File: src/rtl/ddr_memtest_if.sv
// Wishbone bus between the memory test engine (master) and the DDR controller port (slave).
interface ddr_memtest_if;
   logic        wb_cyc_o;
   logic        wb_stb_o;
   logic        wb_we_o;
   logic [31:0] wb_adr_o;
   logic [31:0] wb_dat_o;
   logic [3:0]  wb_sel_o;
   logic [31:0] wb_dat_i;
   logic        wb_ack_i;

   modport master (
      output wb_cyc_o, wb_stb_o, wb_we_o, wb_adr_o, wb_dat_o, wb_sel_o,
      input  wb_dat_i, wb_ack_i
   );

   modport slave (
      input  wb_cyc_o, wb_stb_o, wb_we_o, wb_adr_o, wb_dat_o, wb_sel_o,
      output wb_dat_i, wb_ack_i
   );
endinterface

File: src/rtl/ddr_memtest.sv
// Memory test engine: LFSR fill of a word range, then read-back compare with error reporting.
// Optional ack timeout is enabled by defining MEMTEST_TIMEOUT_EN.
module ddr_memtest #(
   parameter logic [31:0] base_adr       = 32'h0000_0000,
   parameter int          mem_words      = 1024,
   parameter logic [31:0] seed           = 32'hACE1_2345,
   parameter int          timeout_cycles = 256
) (
   input  logic                clk,
   input  logic                reset,
   input  logic                start,
   output logic                busy,
   output logic                done,
   output logic                pass,
   output logic                timeout,
   output logic [15:0]         err_count,
   output logic [31:0]         first_err_adr,
   ddr_memtest_if.master       wb
);

   localparam int IW = $clog2(mem_words) + 1;
   localparam logic [IW-1:0] MEM_WORDS_W = IW'(mem_words);

   typedef enum logic [2:0] {
      IDLE, W_REQ, W_IDLE, R_REQ, R_IDLE, DONE
   } state_t;

   state_t          state_reg;
   logic [31:0]     lfsr_reg;
   logic [IW-1:0]   idx_reg;
   logic [31:0]     lfsr_next;
   logic [31:0]     idx_adr;

   assign lfsr_next = {lfsr_reg[30:0], lfsr_reg[31] ^ lfsr_reg[21] ^ lfsr_reg[1] ^ lfsr_reg[0]};
   assign idx_adr   = base_adr + (32'(idx_reg) << 2);

`ifdef MEMTEST_TIMEOUT_EN
   localparam int TW = $clog2(timeout_cycles + 1);
   localparam logic [TW-1:0] TMO_LAST = TW'(timeout_cycles - 1);
   logic [TW-1:0] tmo_cnt_reg;
   logic          timeout_reg;
   assign timeout = timeout_reg;
`else
   localparam int unused_timeout_cycles = timeout_cycles;
   assign timeout = 1'b0;
`endif

   always_ff @(posedge clk) begin
      if (reset) begin
         state_reg     <= IDLE;
         lfsr_reg      <= '0;
         idx_reg       <= '0;
         busy          <= 1'b0;
         done          <= 1'b0;
         pass          <= 1'b0;
         err_count     <= '0;
         first_err_adr <= '0;
         wb.wb_cyc_o   <= 1'b0;
         wb.wb_stb_o   <= 1'b0;
         wb.wb_we_o    <= 1'b0;
         wb.wb_adr_o   <= '0;
         wb.wb_dat_o   <= '0;
         wb.wb_sel_o   <= '0;
`ifdef MEMTEST_TIMEOUT_EN
         tmo_cnt_reg   <= '0;
         timeout_reg   <= 1'b0;
`endif
      end else begin
         case (state_reg)
            IDLE: begin
               if (start) begin
                  busy          <= 1'b1;
                  done          <= 1'b0;
                  pass          <= 1'b0;
                  err_count     <= '0;
                  first_err_adr <= '0;
                  idx_reg       <= '0;
                  lfsr_reg      <= seed;
                  wb.wb_cyc_o   <= 1'b1;
                  wb.wb_stb_o   <= 1'b1;
                  wb.wb_we_o    <= 1'b1;
                  wb.wb_adr_o   <= base_adr;
                  wb.wb_dat_o   <= seed;
                  wb.wb_sel_o   <= 4'hF;
`ifdef MEMTEST_TIMEOUT_EN
                  tmo_cnt_reg   <= '0;
                  timeout_reg   <= 1'b0;
`endif
                  state_reg     <= W_REQ;
               end
            end

            // Both request phases share the ack handling; only reads compare.
            W_REQ, R_REQ: begin
               if (wb.wb_ack_i) begin
                  if (!wb.wb_we_o && (wb.wb_dat_i != lfsr_reg)) begin
                     if (err_count != 16'hFFFF)
                        err_count <= err_count + 16'd1;
                     if (err_count == 16'd0)
                        first_err_adr <= wb.wb_adr_o;
                  end
                  lfsr_reg    <= lfsr_next;
                  idx_reg     <= idx_reg + IW'(1);
                  wb.wb_stb_o <= 1'b0;
                  wb.wb_sel_o <= 4'h0;
                  state_reg   <= (state_reg == W_REQ) ? W_IDLE : R_IDLE;
               end
`ifdef MEMTEST_TIMEOUT_EN
               else if (tmo_cnt_reg == TMO_LAST) begin
                  wb.wb_cyc_o <= 1'b0;
                  wb.wb_stb_o <= 1'b0;
                  wb.wb_we_o  <= 1'b0;
                  wb.wb_sel_o <= 4'h0;
                  timeout_reg <= 1'b1;
                  busy        <= 1'b0;
                  done        <= 1'b1;
                  pass        <= 1'b0;
                  state_reg   <= DONE;
               end else begin
                  tmo_cnt_reg <= tmo_cnt_reg + TW'(1);
               end
`endif
            end

            W_IDLE: begin
               wb.wb_stb_o <= 1'b1;
               wb.wb_sel_o <= 4'hF;
`ifdef MEMTEST_TIMEOUT_EN
               tmo_cnt_reg <= '0;
`endif
               if (idx_reg < MEM_WORDS_W) begin
                  wb.wb_adr_o <= idx_adr;
                  wb.wb_dat_o <= lfsr_reg;
                  state_reg   <= W_REQ;
               end else begin
                  lfsr_reg    <= seed;
                  idx_reg     <= '0;
                  wb.wb_we_o  <= 1'b0;
                  wb.wb_adr_o <= base_adr;
                  wb.wb_dat_o <= seed;
                  state_reg   <= R_REQ;
               end
            end

            R_IDLE: begin
               if (idx_reg < MEM_WORDS_W) begin
                  wb.wb_stb_o <= 1'b1;
                  wb.wb_sel_o <= 4'hF;
                  wb.wb_adr_o <= idx_adr;
                  wb.wb_dat_o <= lfsr_reg;
`ifdef MEMTEST_TIMEOUT_EN
                  tmo_cnt_reg <= '0;
`endif
                  state_reg   <= R_REQ;
               end else begin
                  wb.wb_cyc_o <= 1'b0;
                  busy        <= 1'b0;
                  done        <= 1'b1;
`ifdef MEMTEST_TIMEOUT_EN
                  pass        <= (err_count == 16'd0) && !timeout_reg;
`else
                  pass        <= (err_count == 16'd0);
`endif
                  state_reg   <= DONE;
               end
            end

            // Status outputs stay registered; done remains set back in IDLE.
            DONE: state_reg <= IDLE;

            default: state_reg <= IDLE;
         endcase
      end
   end

endmodule

File: src/flat_wrapper.sv
// flat-port wrapper written by rule: the top's interface ports become plain ports
module ddr_memtest_flat 
#(
   parameter logic [31:0] base_adr       = 32'h0000_0000,
   parameter int          mem_words      = 1024,
   parameter logic [31:0] seed           = 32'hACE1_2345,
   parameter int          timeout_cycles = 256
)
  (clk, reset, start, busy, done, pass, timeout, err_count, first_err_adr, wb_wb_cyc_o, wb_wb_stb_o, wb_wb_we_o, wb_wb_adr_o, wb_wb_dat_o, wb_wb_sel_o, wb_wb_dat_i, wb_wb_ack_i);
  ddr_memtest_if wb_i ();
  input  logic clk;
  input  logic reset;
  input  logic start;
  output logic busy;
  output logic done;
  output logic pass;
  output logic timeout;
  output logic [15:0] err_count;
  output logic [31:0] first_err_adr;
  output wire logic [$bits(wb_i.wb_cyc_o)-1:0] wb_wb_cyc_o;
  output wire logic [$bits(wb_i.wb_stb_o)-1:0] wb_wb_stb_o;
  output wire logic [$bits(wb_i.wb_we_o)-1:0] wb_wb_we_o;
  output wire logic [$bits(wb_i.wb_adr_o)-1:0] wb_wb_adr_o;
  output wire logic [$bits(wb_i.wb_dat_o)-1:0] wb_wb_dat_o;
  output wire logic [$bits(wb_i.wb_sel_o)-1:0] wb_wb_sel_o;
  input wire logic [$bits(wb_i.wb_dat_i)-1:0] wb_wb_dat_i;
  input wire logic [$bits(wb_i.wb_ack_i)-1:0] wb_wb_ack_i;
  assign wb_wb_cyc_o = wb_i.wb_cyc_o;
  assign wb_wb_stb_o = wb_i.wb_stb_o;
  assign wb_wb_we_o = wb_i.wb_we_o;
  assign wb_wb_adr_o = wb_i.wb_adr_o;
  assign wb_wb_dat_o = wb_i.wb_dat_o;
  assign wb_wb_sel_o = wb_i.wb_sel_o;
  assign wb_i.wb_dat_i = wb_wb_dat_i;
  assign wb_i.wb_ack_i = wb_wb_ack_i;
  ddr_memtest #(.base_adr(base_adr), .mem_words(mem_words), .seed(seed), .timeout_cycles(timeout_cycles)) u_core (.clk(clk), .reset(reset), .start(start), .busy(busy), .done(done), .pass(pass), .timeout(timeout), .err_count(err_count), .first_err_adr(first_err_adr), .wb(wb_i));
endmodule
File: config.mk
export PLATFORM = sky130hd
export DESIGN_NAME = ddr_memtest_flat
export DESIGN_NICKNAME = d
export VERILOG_FILES = /design/src/rtl/ddr_memtest_if.sv /design/src/rtl/ddr_memtest.sv /design/src/flat_wrapper.sv
export SDC_FILE = /design/constraint.sdc
export NUM_CORES = 1
export LEC_CHECK = 0
export CORE_MARGIN = 3
export CORE_UTILIZATION = 40
export CTS_BUF_LIST = sky130_fd_sc_hd__clkbuf_4 sky130_fd_sc_hd__clkbuf_8
export DETAILED_ROUTE_END_ITERATION = 8
export PLACE_DENSITY = 0.76
export REMOVE_ABC_BUFFERS = 1
export SLEW_MARGIN = 30
export SYNTH_ARGS = -nofsm -noshare
export SYNTH_HDL_FRONTEND = slang
export SYNTH_SLANG_ARGS = --single-unit
File: constraint.sdc
create_clock -name clk -period 2.3 [get_ports clk]
set_input_delay 0.575 -clock clk [delete_from_list [all_inputs] [get_ports clk]]
set_output_delay 0.575 -clock clk [all_outputs]
set_load 0.005 [all_outputs]
==> qor.txt, run 1 <==
CTS Buf Count - 17
Most common library cells after synthesis - dfxtp_1 (121), nor2_1 (106), nand2_1 (77)
Vias - 5388
Post-CTS Repair Setup Buffers - 0
Worst-Margin Slew - 908 ps
GP Congestion - 0.881
Ant. Diodes - 0
Die X - 126 microns
Hold Violations, Final - 0
Final Max Slew Viols - 0
Area of the mapped netlist - 5770 sq um
CTS root buf - clkbuf_8
CP startpoint kind - input port
Core area - 14000 sq um
Remaining Overflow, GRT - 0
Slew HR - 39.2%
Max clock buf depth - 2
Crit path required time - 2680 ps
H-tree depth - 4
Compound-gate portion of the synthesized area - 15.6%
Number of synthesized flops with an enable pin - 0
Min Hold Slack - 462 ps
Vias in the first global route - 5131
Mux cell area share after synthesis - 2.95%
Drt wl/cell - 15.4 microns
Post-cts sizing count - 0
CTS tree - built
IO buf count - 115
Number of top-level pins - 159
Layout fillers - 1286
Total GRT Usage - 19.6%
Largest area contributor in the netlist - dfxtp_1
Layout Skew - 10.5 ps
Syn Inst Count - 704
Simple-Gate Fraction of Synth Area - 21.7%
Die ar. - 15900 sq um
Fin cells - 1028
Most area-consuming cells after synthesis - dfxtp_1 (42%), nor2_1 (6.9%), buf_4 (6.5%)
Clk sinks - 121
Cell mode on critical path - buf_4
Placed cell area - 7200 sq um
Most common cell in the netlist - dfxtp_1
Max Clock Freq - 455 MHz
Netlist cell types - 52
Hold WC Path Type - reg2reg
Effective utilization at floorplan - 41.2%
Top cell type's share of synthesized area - 42.0%
Post-synthesis sequential area ratio - 42.0%
Tcrit/Tclk final - 95.5%
Worst-path clk slew - 70 ps
# placed instances - 996
CP Cell Sequence - clkdlybuf4s50_1 -> xnor2_1 -> nand4_1 -> nor4_2 -> buf_4 -> and2_1 -> buf_4 -> a221o_1 -> a21o_1
DIE HEIGHT - 126 microns
Setup violations, final - 0
Power Density - 658 nW/um^2
Outcome - completed
Synthesized-area fraction occupied by adder cells - 0.651%
Avg Inst Size Synth - 8.19 sq um
Flop2flop setup slack - 170 ps
Std-Cell Rows - 43
Synth async-reset ratio - 0%
Crit-path slowest cell - clkdlybuf4s50_1
Post-Synth XOR/XNOR Area - 6.99%
Yosys warns - 0
FF+latch area - 2420 sq um
Global-route wire length before repair - 25500 microns
Top_reg_cell synth - dfxtp_1
Hold Buf Count CTS - 0
Largest family of logic cells by synthesized area - simple AND/OR/NAND/NOR gates
Initial antenna violation count - 0
Layout Nets - 874
Min cycle time layout - 2200 ps
Largest net degree at the start of global routing - 78
RSZ-0062 raised after global routing - false
Crit path DAT - 2570 ps
Layout overhead on the synthesized area - 32.9%
Share of layout cells above drive strength 1 - 11.4%
Initial DRC Count - 377
Area of the multi-input gates - 2980 sq um
Max cap viols - 0
Vias/cell - 5.24
Final WL - 15800 microns
Pre-antenna DRT Iters - 4
DRT antenna net count - 0
Design area - 7660 sq um
Worst VDD drop - 365 uV
Max Fanout on Critical Path - 11
Final HPWL DP - 11100 microns
Crit path capture type - flip-flop
Synth Register Bits - 121
Clk_lat worst skew - 430 ps
Fin Setup TNS - 0 ps
DRC viols - 0
CP max stage delay - 480 ps
Leakage - 2.82 nW
Path type of the worst setup path - in2reg
==> report_power, final <==
group | switching (mW) | total (mW) | internal, mW
combinational | 0.457 | 0.885 | 0.427
clock | 0.823 | 1.88 | 1.06
sequential | 0.0919 | 2.27 | 2.18
==> kinds of logic (layout without fill, tap and decap cells) <==
group                      after synthesis  count (layout)
and+or+nand+nor                        279             279
AOI/OAI and AO/OA                      136             136
DFF                                    121             121
buffers and inverters                  101             203
xor gates and xnor gates                46              46
muxes                                   17              17
adders and majority gates                3               3
other                                    1              43
==> metal layers <==
layer / GRT usage [%] / vias up / wire length (microns) / part of all wire, %
met5: 0 / - / 0 / 0
met3: 6.70 / 21 / 1180 / 7.5
li1: - / 2626 / - / -
met1: 24.9 / 2549 / 6880 / 44
met2: 31.6 / 192 / 7470 / 47
met4: 5.74 / 0 / 249 / 1.6
==> critical path: cells and delay by family <==
kind | cells | cell delay (ps)
compound gates | 2 | 280
buf+inv | 3 | 880
xor+xnor | 1 | 120
simple gates | 3 | 710
==> final cells by class <==
class                           count  share of cell area, %
Multi-Input combinational cell    524                   39.0
Sequential cell                   121                   31.6
Timing Repair Buffer              164                   20.9
Clock buffer                       26                   4.43
Tap cell                          180                   2.94
Clock inverter                      6                  0.800
Inverter                            7                  0.343
==> worst paths after layout <==
check                                        startpoint                       to  depth (start not counted)
worst max-delay path                    wb_wb_dat_i[11]      u_core.err_count[4]                          9
worst min-delay path            u_core.first_err_adr[7]  u_core.first_err_adr[7]                          2
worst max register to register      u_core.err_count[0]      u_core.err_count[5]                          9
worst min register to register  u_core.first_err_adr[7]  u_core.first_err_adr[7]                          2
==> cell usage in the layout (no fill, tap or decap), types with 8 or more instances in the layout <==
cell type | netlist | final
nor4_1 | 11 | 8
clkbuf_8 | 0 | 23
nand3_1 | 23 | 23
o211ai_1 | 9 | 9
dfxtp_1 | 121 | 121
clkdlybuf4s50_1 | 0 | 113
nor2_1 | 106 | 104
conb_1 | 1 | 43
a22oi_1 | 29 | 29
xor2_1 | 8 | 8
a21oi_1 | 60 | 60
nor3_1 | 20 | 19
nand4_1 | 21 | 21
buf_4 | 50 | 40
nand2_1 | 77 | 76
xnor2_1 | 38 | 38
mux2i_1 | 17 | 17
==> metrics by stage <==
stage / util (%) / power (mW) / worst slack (ps)
3_5_place_dp: 51.5 / 3.18 / -435
2_1_floorplan: - / 2.72 / -1040
5_1_grt: 54.8 / 5.27 / 18.3
6_report: 54.8 / 5.04 / 104
4_1_cts: 54.3 / 5.05 / 22.9
3_3_place_gp: 51.5 / 3.17 / -404
(Power assumes the default switching activity.)
==> run 2, diff against run 1 <==
CORE_UTILIZATION = 30   (was 40)
PLACE_DENSITY = 0.61   (was 0.76)
==> qor.txt, run 2 (synthesis gave the netlist of run 1 again) <==
Buf/Inv on CP - 2 (was 3)
Min Hold Slack - 458 ps (was 462 ps)
Worst-path clk slew - 70 ps (about the same)
Largest net degree at the start of global routing - 38 (was 78)
Pre-antenna DRT Iters - 5 (was 4)
Tcrit/Tclk final - 95.7% (was 95.5%)
FF+latch area - 2420 sq um (unchanged)
CP startpoint kind - input port (unchanged)
Vias in the first global route - 4880 (was 5131)
Most common cell after layout, fill and taps aside - dfxtp_1 (unchanged)
GP Congestion - 0.842 (was 0.881)
RSZ-0062 raised after global routing - false (unchanged)
IO buf count - 115 (unchanged)
Leakage - 2.81 nW (was 2.82 nW)
Slew HR - 53.8% (was 39.2%)
Share of layout cells above drive strength 1 - 11.8% (was 11.4%)
Fin cells - 1085 (was 1028)
Std-Cell Rows - 50 (was 43)
Number of top-level pins - 159 (unchanged)
Vias - 5316 (was 5388)
Final core occ - 41.1% (was 54.8%)
Clk_lat worst skew - 440 ps (was 430 ps)
DRC viols - 0 (unchanged)
Ant. Diodes - 0 (unchanged)
Crit path DAT - 2570 ps (about the same)
Hold EP - u_core.first_err_adr[4] (was u_core.first_err_adr[7])
CP Cell Sequence - clkdlybuf4s50_1 -> nand2_1 -> a21o_1 -> a311oi_4 -> buf_4 -> nand4_1 -> or3_4 -> a21oi_2 (was clkdlybuf4s50_1 -> xnor2_1 -> nand4_1 -> nor4_2 -> buf_4 -> and2_1 -> buf_4 -> a221o_1 -> a21o_1)
Power Density - 651 nW/um^2 (was 658 nW/um^2)
Worst-Margin Slew - 694 ps (was 908 ps)
Core area - 18800 sq um (was 14000 sq um)
Final WL - 16600 microns (was 15800 microns)
Initial DRC Count - 276 (was 377)
Worst r2r path cells - 9 (unchanged)
Layout fillers - 1904 (was 1286)
Outcome - completed (unchanged)
Drt wl/cell - 15.3 microns (was 15.4 microns)
Die ar. - 20900 sq um (was 15900 sq um)
Final HPWL DP - 12000 microns (was 11100 microns)
Clk pwr share - 37.0% (was 37.4%)
Comb pwr share - 17.9% (was 17.6%)
Die X - 145 microns (was 126 microns)
Max Clock Freq - 455 MHz (about the same)
Flop2flop setup slack - 140 ps (was 170 ps)
Remaining Overflow, GRT - 0 (unchanged)
Max clock buf depth - 2 (unchanged)
Fin Setup TNS - 0 ps (unchanged)
Hold WC Path Type - reg2reg (unchanged)
Cell family with most CP delay - buffers and inverters (unchanged)
# placed instances - 1054 (was 996)
Crit-path slowest cell - clkdlybuf4s50_1 (unchanged)
Design area - 7710 sq um (was 7660 sq um)
Global-route wire length before repair - 25700 microns (was 25500 microns)
Setup violations, final - 0 (unchanged)
Final Max Slew Viols - 0 (unchanged)
CTS Buf Count - 17 (unchanged)
Fraction of power spent switching nets - 27.7% (was 27.2%)
CP max stage delay - 560 ps (was 480 ps)
Layout Skew - 13.9 ps (was 10.5 ps)
Commonest cells after routing, fill and taps aside - dfxtp_1 (121), clkdlybuf4s50_1 (113), nor2_1 (104) (unchanged)
Area of the multi-input gates - 2980 sq um (about the same)
Effective utilization at floorplan - 30.7% (was 41.2%)
Share of power burned in registers - 45.1% (about the same)
CTS root buf - clkbuf_8 (unchanged)
Crit. path cell count - 8 (was 9)
Hold Buf Count CTS - 0 (unchanged)
DRT antenna net count - 0 (unchanged)
Internal power - 3.63 mW (was 3.67 mW)
Clk sinks - 121 (unchanged)
Placed cell area - 7300 sq um (was 7200 sq um)
Vias/cell - 4.90 (was 5.24)
Hold Violations, Final - 0 (unchanged)
DIE HEIGHT - 145 microns (was 126 microns)
Crit path required time - 2670 ps (was 2680 ps)
Max cap viols - 0 (unchanged)
Switching power - 1.39 mW (was 1.37 mW)
Min cycle time layout - 2200 ps (about the same)
RR Endpoint - u_core.err_count[5] (unchanged)
Origin of the critical flop-to-flop path - u_core.err_count[0] (unchanged)
Initial antenna violation count - 0 (unchanged)
Layout Nets - 878 (was 874)
Total GRT Usage - 15.7% (was 19.6%)
Max Fanout on Critical Path - 3 (was 11)
Hold path start - u_core.first_err_adr[4] (was u_core.first_err_adr[7])
Layout overhead on the synthesized area - 33.7% (was 32.9%)
Worst VDD drop - 380 uV (was 365 uV)
Path type of the worst setup path - in2reg (unchanged)
Hold Path Cell Cnt - 2 (unchanged)
Crit path capture type - flip-flop (unchanged)
H-tree depth - 4 (unchanged)
CTS tree - built (unchanged)
[run 2: changes by cell type in the layout (fill, tap and decap cells not counted), sizes merged]
| cell | change |
|---|---|
| clkbuf | -4 |
| clkinv | +1 |
| bufinv | +1 |
| clkinvlp | +1 |
| buf | +4 |
[run 2: final cells by class]
cell class,count,area share (%)
multi-input cells,524,38.7
repair buffers,168,20.9
clock inverters,9,1.30
inverters,7,0.341
flip-flops and latches,121,31.4
clock buffers,22,3.60
well taps,234,3.80
[run 2: stage by stage]
stage	total power, mW	worst slack (ps)
finish	5.02	99.8
global route	5.26	17.8
CTS	5.07	-2.61
detailed placement	3.20	-466
global placement	3.20	-430
floorplan	2.72	-1040
[run 2: per-layer routing]
metal	GRT usage, %	routed length (microns)	vias up	share of wire, %
li1	-	-	2643	-
met1	20.4	7420	2484	45
met2	24.9	7640	174	46
met3	5.42	1370	15	8.2
met4	4.47	158	0	0.95
met5	0	0	-	0
[run 2: how the worst max path moves through the flow]
stage / from / end / slack [ps]
after floorplan: start / u_core.first_err_adr[10] / -1040
after global placement: start / u_core.err_count[7] / -430
after detailed placement: start / u_core.err_count[14] / -470
after CTS: start / u_core.err_count[14] / -3
after global routing: u_core.err_count[0] / u_core.err_count[5] / 20
final: wb_wb_ack_i / u_core.err_count[5] / 100
[run 2: power groups by stage]
stage	logic [mW]	clock network, mW	registers, mW
5_1_grt	0.993	1.99	2.27
2_1_floorplan	0.414	0	2.31
6_report	0.899	1.86	2.26
4_1_cts	0.900	1.90	2.26
3_3_place_gp	0.887	0	2.31
3_5_place_dp	0.896	0	2.31
[run 2: tightest hold or removal path, delay by kind of cell, from the launching register on]
kind / cells / cell delay [ps]
flops: 1 / 310
simple gates: 1 / 50
mux: 1 / 50
[run 2: repair_timing]
item                                    4_1_cts  5_1_grt
gates resized for setup                       0        7
pin swaps                                     0        5
endpoints found under the setup margin        1       27
buffers inserted                              0        0
==> run 3, diff against run 2 <==
SLEW_MARGIN = 10   (was 30)
==> qor.txt, run 3 (synthesis gave the netlist of run 1 again) <==
CP max stage delay - 440 ps (was 560 ps)
Ant. Diodes - 0 (unchanged)
Hold Violations, Final - 0 (unchanged)
Most common cell after layout, fill and taps aside - dfxtp_1 (unchanged)
CTS tree - built (unchanged)
Hold Buf Count CTS - 0 (unchanged)
IO buf count - 115 (unchanged)
Design area - 7730 sq um (was 7710 sq um)
DRC viols - 0 (unchanged)
Crit path DAT - 2590 ps (was 2570 ps)
Max clock buf depth - 2 (unchanged)
Commonest cells after routing, fill and taps aside - dfxtp_1 (121), clkdlybuf4s50_1 (113), nor2_1 (104) (unchanged)
Tot Pwr - 5.16 mW (was 5.02 mW)
Max Fanout on Critical Path - 21 (was 3)
RSZ-0062 raised after global routing - false (unchanged)
Drt wl/cell - 15.4 microns (was 15.3 microns)
Worst-path clk slew - 70 ps (about the same)
Pre-antenna DRT Iters - 4 (was 5)
Placed cell area - 7290 sq um (was 7300 sq um)
Buf/Inv on CP - 3 (was 2)
H-tree depth - 4 (unchanged)
Largest net degree at the start of global routing - 38 (unchanged)
Min Hold Slack - 458 ps (about the same)
Fin Setup TNS - 0 ps (unchanged)
Worst-Margin Slew - 1180 ps (was 694 ps)
Layout Skew - 7.51 ps (was 13.9 ps)
Crit path required time - 2690 ps (was 2670 ps)
Std-Cell Rows - 50 (unchanged)
Clk_lat worst skew - 450 ps (was 440 ps)
Hold WC Path Type - reg2reg (unchanged)
CP startpoint kind - input port (unchanged)
Leakage - 2.82 nW (was 2.81 nW)
DIE HEIGHT - 145 microns (unchanged)
Crit-path slowest cell - clkdlybuf4s50_1 (unchanged)
Final WL - 16700 microns (was 16600 microns)
Max cap viols - 0 (unchanged)
Power Density - 667 nW/um^2 (was 651 nW/um^2)
FF+latch area - 2420 sq um (unchanged)
Min cycle time layout - 2200 ps (about the same)
Post-CTS Repair Setup Buffers - 0 (unchanged)
Layout overhead on the synthesized area - 34.0% (was 33.7%)
Max Clock Freq - 454 MHz (was 455 MHz)
Initial antenna violation count - 0 (unchanged)
Tcrit/Tclk final - 95.7% (about the same)
Worst Setup EP - u_core.err_count[5] (unchanged)
Effective utilization at floorplan - 30.7% (unchanged)
Worst r2r path cells - 9 (unchanged)
Die ar. - 20900 sq um (unchanged)
Layout fillers - 1893 (was 1904)
Die X - 145 microns (unchanged)
Outcome - completed (unchanged)
Worst VDD drop - 416 uV (was 380 uV)
Vias in the first global route - 4806 (was 4880)
Cell family with most CP delay - buffers and inverters (unchanged)
Vias/cell - 4.85 (was 4.90)
Clk sinks - 121 (unchanged)
Slew HR - 21.1% (was 53.8%)
Layout Nets - 878 (unchanged)
CTS Buf Count - 17 (unchanged)
Remaining Overflow, GRT - 0 (unchanged)
# placed instances - 1054 (unchanged)
Crit path capture type - flip-flop (unchanged)
Final Max Slew Viols - 0 (unchanged)
Final core occ - 41.2% (was 41.1%)
GP Congestion - 0.842 (unchanged)
Setup violations, final - 0 (unchanged)
Crit path from - wb_wb_dat_i[17] (was wb_wb_ack_i)
Flop2flop setup slack - 170 ps (was 140 ps)
Pre-CTS WS - -462 ps (was -466 ps)
Vias - 5260 (was 5316)
DRT antenna net count - 0 (unchanged)
Path type of the worst setup path - in2reg (unchanged)
Area of the multi-input gates - 2970 sq um (was 2980 sq um)
Fin cells - 1085 (unchanged)
CTS root buf - clkbuf_8 (unchanged)
Final HPWL DP - 12000 microns (about the same)
CP Cell Sequence - clkdlybuf4s50_1 -> xnor2_1 -> nand4_1 -> nor4_1 -> buf_4 -> and2_1 -> buf_12 -> o21ai_0 -> a21oi_2 (was clkdlybuf4s50_1 -> nand2_1 -> a21o_1 -> a311oi_4 -> buf_4 -> nand4_1 -> or3_4 -> a21oi_2)
Origin of the critical flop-to-flop path - u_core.err_count[0] (unchanged)
RR Endpoint - u_core.err_count[5] (unchanged)
Global-route wire length before repair - 25700 microns (about the same)
Core area - 18800 sq um (unchanged)
Number of top-level pins - 159 (unchanged)
Initial DRC Count - 293 (was 276)
Share of layout cells above drive strength 1 - 11.8% (unchanged)
Post-route setup slack - 98.5 ps (was 99.8 ps)
Crit. path cell count - 9 (was 8)
Total GRT Usage - 15.8% (was 15.7%)
==> run 3: cell count changes in the layout (fill, tap and decap cells not counted), sizes merged <==
cell | before | now
clkinvlp | 2 | 1
bufinv | 2 | 3
==> run 3: worst min-delay path by stage <==
stage / cells past startpoint / endpoint / from / slack (ps)
after CTS: 2 / u_core.first_err_adr[4] / u_core.first_err_adr[4] / 460
after global routing: 2 / u_core.first_err_adr[6] / u_core.first_err_adr[6] / 470
after floorplan: 2 / u_core.first_err_adr[10] / u_core.first_err_adr[10] / 450
after global placement: 2 / u_core.first_err_adr[4] / u_core.first_err_adr[4] / 440
after detailed placement: 2 / u_core.first_err_adr[3] / u_core.first_err_adr[3] / 450
final: 2 / u_core.first_err_adr[4] / u_core.first_err_adr[4] / 460
==> run 3: metal layers <==
metal	share of wire (%)	GRT usage, %
met4	1.4	4.71
met3	8.4	5.95
met1	45	20.8
met2	45	24.3
met5	0	0
==> run 3: timing repair <==
item,CTS,global route
endpoints found under the hold margin,0,0
endpoints found under the setup margin,0,24
gates resized for setup,0,7
==> run 3: power breakdown <==
| group | internal [mW] | total, mW | switching [mW] |
|---|---|---|---|
| Combinational | 0.427 | 0.897 | 0.470 |
| Sequential | 2.18 | 2.26 | 0.0839 |
| Clock | 1.15 | 2.00 | 0.848 |
==> run 3: area by class of cell <==
cell class	count	share of cell area, %
repair buffers	168	20.8
flip-flops and latches	121	31.4
clock buffers	22	3.68
multi-input cells	524	38.4
inverters	7	0.340
clock inverters	9	1.59
well taps	234	3.79
==> run 3: tightest hold or removal path, delay by kind of cell (launching register included) <==
kind / cells / cell delay [ps]
DFF: 1 / 310
and+or+nand+nor: 1 / 50
muxes: 1 / 50
